`src/rtl/sc_game_sequencer.sv`:
```
// Game sequencer: paces lane traffic, tracks lives/level/score and requests game-over.
// Runs on the main 50 MHz clock beside the main game state machine.
module sc_game_sequencer #(
   parameter int unsigned PRESCALE      = 2500000,
   parameter int unsigned FREEZE_CYCLES = 50000000
) (
   input  logic       SC_MAIN_STATEMACHINE_CLOCK_50,
   input  logic       SC_MAIN_STATEMACHINE_RESET_InHigh,
   input  logic [1:0] MainState_In,
   input  logic       FrogHit_InLow,
   input  logic       FrogGoal_InLow,
   output logic [3:0] LaneTick_Out,
   output logic [1:0] Level_Out,
   output logic [1:0] Lives_Out,
   output logic [7:0] Score_Out,
   output logic       LevelUp_Out,
   output logic       EndGame_OutLow,
   output logic [2:0] SeqState_Out
);

   localparam int unsigned PS_W = (PRESCALE > 1) ? $clog2(PRESCALE) : 1;
   localparam int unsigned FZ_W = (FREEZE_CYCLES > 1) ? $clog2(FREEZE_CYCLES) : 1;
   localparam logic [PS_W-1:0] PS_LAST = PS_W'(PRESCALE - 1);
   localparam logic [FZ_W-1:0] FZ_LAST = FZ_W'(FREEZE_CYCLES - 1);

   localparam logic [1:0] MS_AWAIT = 2'b00;
   localparam logic [1:0] MS_ACK   = 2'b11;
   localparam logic [1:0] MS_PLAY  = 2'b01;

   typedef enum logic [2:0] {
      ST_IDLE   = 3'd0,
      ST_INIT   = 3'd1,
      ST_RUN    = 3'd2,
      ST_FREEZE = 3'd3,
      ST_OVER   = 3'd4
   } state_e;

   state_e            state_q;
   logic [PS_W-1:0]   ps_q;
   logic [PS_W-1:0]   ps_d;
   logic [FZ_W-1:0]   freeze_q;
   logic [3:0][2:0]   lane_cnt_q;
   logic [3:0][2:0]   lane_cnt_d;
   logic [3:0][2:0]   lane_last_s;
   logic [3:0]        lane_wrap_s;
   logic              base_tick_s;
   logic [1:0]        level_q;
   logic [1:0]        lives_q;
   logic [7:0]        score_q;
   logic [3:0]        lane_tick_q;
   logic              levelup_q;
   logic              endgame_q;
   logic              hit_s;
   logic              goal_s;
   logic              play_s;

   assign hit_s  = ~FrogHit_InLow;
   assign goal_s = ~FrogGoal_InLow;
   assign play_s = (MainState_In == MS_PLAY);

   // Prescaler and lane counter next values; they only move while in RUN.
   always_comb begin
      ps_d        = ps_q;
      base_tick_s = 1'b0;
      lane_cnt_d  = lane_cnt_q;
      lane_wrap_s = 4'b0000;
      if (state_q == ST_RUN) begin
         if (ps_q == PS_LAST) begin
            ps_d        = '0;
            base_tick_s = 1'b1;
         end else begin
            ps_d = ps_q + PS_W'(1);
         end
      end else begin
         ps_d = ps_q;
      end
      for (int i = 0; i < 4; i++) begin
         // Lane period is 4+i-Level base ticks; never below 1 because Level <= 3.
         lane_last_s[i] = 3'(4'd3 + 4'(i) - {2'b00, level_q});
         if (base_tick_s) begin
            if (lane_cnt_q[i] >= lane_last_s[i]) begin
               lane_cnt_d[i]  = 3'd0;
               lane_wrap_s[i] = 1'b1;
            end else begin
               lane_cnt_d[i] = lane_cnt_q[i] + 3'd1;
            end
         end else begin
            lane_cnt_d[i] = lane_cnt_q[i];
         end
      end
   end

   // Sequencer state machine with all game registers and registered outputs.
   always_ff @(posedge SC_MAIN_STATEMACHINE_CLOCK_50 or posedge SC_MAIN_STATEMACHINE_RESET_InHigh) begin
      if (SC_MAIN_STATEMACHINE_RESET_InHigh) begin
         state_q     <= ST_IDLE;
         ps_q        <= '0;
         freeze_q    <= '0;
         lane_cnt_q  <= '0;
         level_q     <= 2'd0;
         lives_q     <= 2'd3;
         score_q     <= 8'd0;
         lane_tick_q <= 4'b0000;
         levelup_q   <= 1'b0;
         endgame_q   <= 1'b1;
      end else begin
         lane_tick_q <= 4'b0000;
         levelup_q   <= 1'b0;
         ps_q        <= ps_d;
         lane_cnt_q  <= lane_cnt_d;
         case (state_q)
            ST_IDLE: begin
               endgame_q <= 1'b1;
               if (MainState_In == MS_ACK) begin
                  state_q <= ST_INIT;
               end else begin
                  state_q <= ST_IDLE;
               end
            end
            ST_INIT: begin
               lives_q    <= 2'd3;
               level_q    <= 2'd0;
               score_q    <= 8'd0;
               ps_q       <= '0;
               lane_cnt_q <= '0;
               freeze_q   <= '0;
               endgame_q  <= 1'b1;
               state_q    <= ST_RUN;
            end
            ST_RUN: begin
               if (!play_s) begin
                  state_q <= ST_IDLE;
               end else if (hit_s) begin
                  // A hit wins over a simultaneous goal; the goal is simply dropped.
                  if (lives_q > 2'd1) begin
                     lives_q  <= lives_q - 2'd1;
                     freeze_q <= '0;
                     state_q  <= ST_FREEZE;
                  end else begin
                     lives_q   <= 2'd0;
                     endgame_q <= 1'b0;
                     state_q   <= ST_OVER;
                  end
               end else begin
                  lane_tick_q <= lane_wrap_s;
                  if (goal_s) begin
                     levelup_q <= 1'b1;
                     if (score_q != 8'd255) begin
                        score_q <= score_q + 8'd1;
                     end
                     if (level_q != 2'd3) begin
                        level_q <= level_q + 2'd1;
                     end
                  end
               end
            end
            ST_FREEZE: begin
               if (freeze_q == FZ_LAST) begin
                  freeze_q <= '0;
                  state_q  <= play_s ? ST_RUN : ST_IDLE;
               end else begin
                  freeze_q <= freeze_q + FZ_W'(1);
               end
            end
            ST_OVER: begin
               if (MainState_In == MS_AWAIT) begin
                  endgame_q <= 1'b1;
                  state_q   <= ST_IDLE;
               end else begin
                  endgame_q <= 1'b0;
               end
            end
            default: begin
               endgame_q <= 1'b1;
               state_q   <= ST_IDLE;
            end
         endcase
      end
   end

   assign LaneTick_Out   = lane_tick_q;
   assign Level_Out      = level_q;
   assign Lives_Out      = lives_q;
   assign Score_Out      = score_q;
   assign LevelUp_Out    = levelup_q;
   assign EndGame_OutLow = endgame_q;
   assign SeqState_Out   = state_q;

endmodule

```
`config.mk`:
```
export PLATFORM = sky130hd
export DESIGN_NAME = sc_game_sequencer
export DESIGN_NICKNAME = d
export VERILOG_FILES = /design/src/rtl/sc_game_sequencer.sv
export SDC_FILE = /design/constraint.sdc
export NUM_CORES = 1
export LEC_CHECK = 0
export BUFFER_PORTS_ARGS = -buffer_cell sky130_fd_sc_hd__buf_2
export CAP_MARGIN = 10
export CORE_MARGIN = 5
export CORE_UTILIZATION = 48
export DETAILED_ROUTE_END_ITERATION = 16
export PLACE_DENSITY = 0.68
export SKIP_LAST_GASP = 1
export SYNTH_ARGS = -nofsm -noshare
export SYNTH_HDL_FRONTEND = slang
export SYNTH_SLANG_ARGS = --single-unit
```
`constraint.sdc`:
```
create_clock -name SC_MAIN_STATEMACHINE_CLOCK_50 -period 3.5 [get_ports SC_MAIN_STATEMACHINE_CLOCK_50]
set_clock_uncertainty 0.1 [all_clocks]
set_input_delay 0.7 -clock SC_MAIN_STATEMACHINE_CLOCK_50 [delete_from_list [all_inputs] [get_ports SC_MAIN_STATEMACHINE_CLOCK_50]]
set_output_delay 0.7 -clock SC_MAIN_STATEMACHINE_CLOCK_50 [all_outputs]
set_load 0.02 [all_outputs]
```
Word-level counts from Yosys, hierarchy flattened
Index checks and enable logic that the tools add are counted.
Word-level totals
  register bits: 81
  bits of input ports: 6
  output and inout bits: 21
  logic and storage cells: 125
Cells by class
  add/sub/neg operators: 13
  magnitude comparators: 5
  equality and inequality tests: 21
  multiplexer cells: 61
  bitwise logic cells: 1
  reduce and logical (&&, ||, !) cells: 11
Operators by type and width (count)
  two-way mux 26 bit: 4
  one-hot mux 26 bit (3 select lines): 1
  two-way mux 22 bit: 3
  two-way mux 3 bit: 13
  two-way mux 8 bit: 4
  adder 26 x 1 -> 26 bit, second input constant: 1
  == test 26 bit, second input constant: 1
  adder 22 x 1 -> 22 bit, second input constant: 1
  == test 22 bit, second input constant: 1
  two-way mux 1 bit: 19
  two-way mux 2 bit: 8
  inequality test 2 bit, second input constant: 8
  one-hot mux 8 bit (2 select lines): 1
  one-hot mux 3 bit (5 select lines): 1
  adder 3 x 1 -> 3 bit, second input constant: 4
  greater-or-equal comparator 3 bit: 4
  two-way mux 12 bit: 1
  two-way mux 4 bit: 3
  AND reduction 5 bit: 2
  subtractor 3 x 2 -> 3 bit, first input constant: 3
  adder 8 x 1 -> 8 bit, second input constant: 1
  inequality test 8 bit, second input constant: 1
  one-hot mux 2 bit (2 select lines): 2
  AND reduction 4 bit: 2
  18 further kinds: 23

Depth between registers and ports, before layout
  depth after elaboration: 7
  gate-level depth with buffers: 9
  depth with buffers taken out: 8

Least setup slack after synthesis
OpenSTA, ideal clock, no wires.
  path type: register to register
  from: register state_q[0], in the netlist SeqState_Out[0]
  to: register score_q[7], in the netlist Score_Out[7]
  setup time: 78 ps
  data arrival time: 2304 ps
  data required time: 3322 ps
  setup slack: 1018 ps
  cell stages (with the launch flop): 10
  clock period less this slack: 2482 ps
  path through: dfrtp_1 -> buf_6 -> or3b_1 -> buf_2 -> or3_1 -> buf_6 -> clkinv_4 -> o21ai_4 -> or4_1 -> a21oi_1
Between the ends
  word-level cells in the longest chain between the ends: 3
Ends and longest elaborated chain
  start: declaration: RTL line 38  | state_e state_q;
  start signal: assignment: RTL line 160  | state_q <= play_s ? ST_RUN : ST_IDLE;
  == test 3 x 2 -> 1 bit or == test 3 x 1 -> 1 bit (tied branches): RTL line 111  | case (state_q)
  inequality test 2 x 1 -> 1 bit (no line), or another cell as far along
  AND reduction 5 bit (no line)
  end signal: assignment: RTL line 149  | score_q <= score_q + 8'd1;
  end: declaration: RTL line 49  | logic [7:0] score_q;
Several ways; a longest one is shown, not always the timed one.
A chain may end at the register's enable or synchronous reset.

Worst setup path after layout
  from: register state_q[1], in the netlist SeqState_Out[1]
  to: register score_q[7], in the netlist Score_Out[7]
The elaborated chain is that of the path after synthesis.

==> results.md <==
* Status: finished clean
* Switching Fraction at 0.337
* Vias at 3887
* CP Class: flop to flop
* Cts repair resizes at 0
* Row Count at 35
* CP Launch Type: flop
* Die Width at 108 um
* Pin count of the biggest net entering global routing at 46
* Most common cell after layout, fill and taps aside: dfrtp_1
* Fmax achieved at between 300 and 400 MHz
* Final routed DRC violation total at 0
* GRT Overall Usage at 0.188
* Cts bufs inserted at 9
* VDD IR max at 0.297 mV
* Setup Viol. Count Final at 0
* YS warnings at 0
* Via/cell ratio at 5.87
* Synth area leaders: dfrtp_1 43%, ha_1 5.5%, nand3_1 4.9%, nand2_1 4.2%, a21oi_1 3.5%
* Wirelength, routed at just over 10000 um
* Mapped cell area at 0.00456 sq mm
* Combinational share of power at 0.235
* Design Power at between 2 and 2.5 mW
* Max incr delay on CP at roughly 0.58 ns
* Pins Over Slew Limit at 0
* Seq pwr share at 0.430
* Global placer's final weighted congestion at a little over 0.8
* Netlist cell types at 56
* Area growth from synthesis to layout at 10.5%
* Post-synth ARST share at 1.00
* Power per cell area at 488 mW/mm^2
* WL/cell at 15.5 um
* I/O pin count at 27
* HP Class: input port to async pin
* Nets at 554
* Max Cap Viol at 0
* RSZ-0062 raised after global routing: false
* Net switching power at 0.829 mW
* IO Port Bufs at 26
* Iter 0 DRT Violations at 255
* CP Cell Sequence: or3b_1 > or3_1 > clkinv_4 > o21ai_4 > or4_1 > a21oi_1
* Mean Syn Cell Area at 9.00 sq um
* Hold-fix buffers at CTS at 0
* Slew HR at 0.258
* Filler cell count at 825
* Post-synth EDFFs at 0
* Proportion of layout cells with a drive suffix above 1 at 0.114
* Worst EP required at 3.67 ns
* Cells after synthesis at 507
* CTS tree: done
* Critical Path Slowest Stage Cell: or3_1
* Worst-margin pin slew at 1.10 ns
* Max Root-Sink Buffers at 2
* Buf+Inv Stages, Crit Path at 1
* Num Clock Sinks at 81
* Post-layout instance area at roughly 0.0050 sq mm
* Crit path arrival time at approximately 2.8 ns
* Pre-antenna DRT Iters at 4
* Post-synth top area cell: dfrtp_1
* Post-synth top area share at 0.428
* CTS clk-pin slew, worst paths at 0.09 ns
* Die area at 0.0116 sq mm
* H-tree depth at 3
* Minimum clock period at 2.66 ns
* Vias in the first global route at 3700
* Starting Density at 0.494
* Worst-Skew Late Latency at 0.35 ns
* Root Buffer: clkbuf_8
* Grt ovf at 0
* # diodes at 0
* Core ar. at 0.00924 sq mm
* Setup TNS Final at 0 ns
* First-pass GRT wire length at around 18000 um
* Seq cells post-synth at 81
* Crit-path leading delay family: simple AND/OR/NAND/NOR gates
* Final Cycle Share at 0.760
* Setup Slack @ Placement at 0.860 ns
* Largest fanout on the critical path at 10
* DP Area at 0.00481 sq mm
* Post-CTS Setup Bufs at 0
* Fin. Hold Viols at 0
* Post-route ant nets at 0
* Die extent in y at 108 um
* Leakage power at 2.20 nW
* Internal power at 1.63 mW
* Post-synthesis sequential area ratio at 0.445
* Initial antenna violation count at 0
* Detailed placement HPWL at 7110 um
* CP endpoint kind: flop
* Worst setup margin at 0.841 ns
* Top_reg_cell synth: dfrtp_1
* Commonest cells after routing, fill and taps aside: 78 x dfrtp_1, 51 x nand2_1, 45 x nand3_1
* Clock power share at 0.334
* Synthesized Nets at 533
registers in the layout, indices dropped and copies added, names as in the netlist, 2 cells and up:
register / flops
lane_cnt_q: 12
LaneTick_Out: 4
Lives_Out: 2
Score_Out: 8
ps_q: 22
freeze_q: 26
Level_Out: 2
SeqState_Out: 3
logic make-up (layout without fill, tap and decap cells):
| logic type | after synthesis | after routing | share of synthesized area |
|---|---|---|---|
| simple gates | 215 | 215 | 0.243 |
| fa+ha+maj | 20 | 20 | 0.0548 |
| compound gates | 123 | 123 | 0.175 |
| buf+inv | 51 | 77 | 0.0488 |
| mux | 1 | 1 | 0.00219 |
| flops | 81 | 81 | 0.445 |
| xor+xnor | 16 | 16 | 0.0307 |
metal layers:
metal  vias up  global-route usage  part of all wire
li1       1892                   -                 -
met1      1903               0.273              0.48
met2        84               0.289              0.46
met3         8              0.0270             0.043
met4         0              0.0622             0.010
met5         -                   0                 0
cells in the mapped netlist (2+ instances only):
library cell,n
nor3b_1,2
nand2b_1,10
xor2_1,13
dfrtp_1,78
o21ai_0,30
o41ai_1,4
a21oi_1,32
nor2_1,31
and2_1,4
o211ai_1,2
or4_1,4
buf_6,2
inv_1,27
ha_1,20
or3b_2,2
a211oi_1,5
clkbuf_1,16
o311ai_0,2
nor3_1,13
nor4_1,8
a2111oi_2,2
a21o_1,5
a41oi_1,3
or3_1,11
buf_4,2
dfstp_2,3
o31ai_1,5
and3_1,10
buf_2,2
nand3_1,45
nand4_1,15
nand2_1,51
xnor2_1,3
a31oi_1,18
a22o_1,6
worst paths after layout:
check | from | endpoint | slack, ns | depth (start not counted)
worst max register to register | SeqState_Out[1] | Score_Out[7] | 0.84 | 6
worst min-delay path | SC_MAIN_STATEMACHINE_RESET_InHigh | freeze_q[10] | 0.36 | 2
min in group SC_MAIN_STATEMACHINE_CLOCK_50 | EndGame_OutLow | EndGame_OutLow | 0.36 | 2
worst min register to register | EndGame_OutLow | EndGame_OutLow | 0.36 | 2
worst max-delay path | SeqState_Out[1] | Score_Out[7] | 0.84 | 6
max in group asynchronous | SC_MAIN_STATEMACHINE_RESET_InHigh | Lives_Out[0] | 2.18 | 3
stage by stage:
stage / hold slack, ns / instances / util
after floorplan: 0.344 / 507 / -
after global placement: 0.350 / 646 / 0.521
after detailed placement: 0.350 / 646 / 0.521
after CTS: 0.368 / 662 / 0.546
after global routing: 0.404 / 662 / 0.546
final: 0.364 / 662 / 0.546
power by group through the flow:
stage | registers (mW) | logic [mW] | clock network (mW)
after CTS | 1.06 | 0.582 | 0.833
after floorplan | 1.07 | 0.415 | 0
final | 1.06 | 0.580 | 0.823
after global placement | 1.07 | 0.567 | 0
after detailed placement | 1.07 | 0.579 | 0
after global routing | 1.07 | 0.652 | 0.880
worst reg2reg max path, stage by stage (launching register included):
cell,delay (ns)
dfrtp_1,0.53
or3b_1,0.54
or3_1,0.58
clkinv_4,0.14
o21ai_4,0.07
or4_1,0.47
a21oi_1,0.15
layout make-up:
cell class                      count  area [sq um]  area share
Multi-Input combinational cell    375          2310       0.458
Sequential cell                    81          2030       0.403
Clock inverter                      5           104      0.0206
Tap cell                          129           161      0.0320
Clock buffer                       11           131      0.0260
Inverter                           28           111      0.0221
Timing Repair Buffer               33           195      0.0387
(Power assumes the default switching activity.)
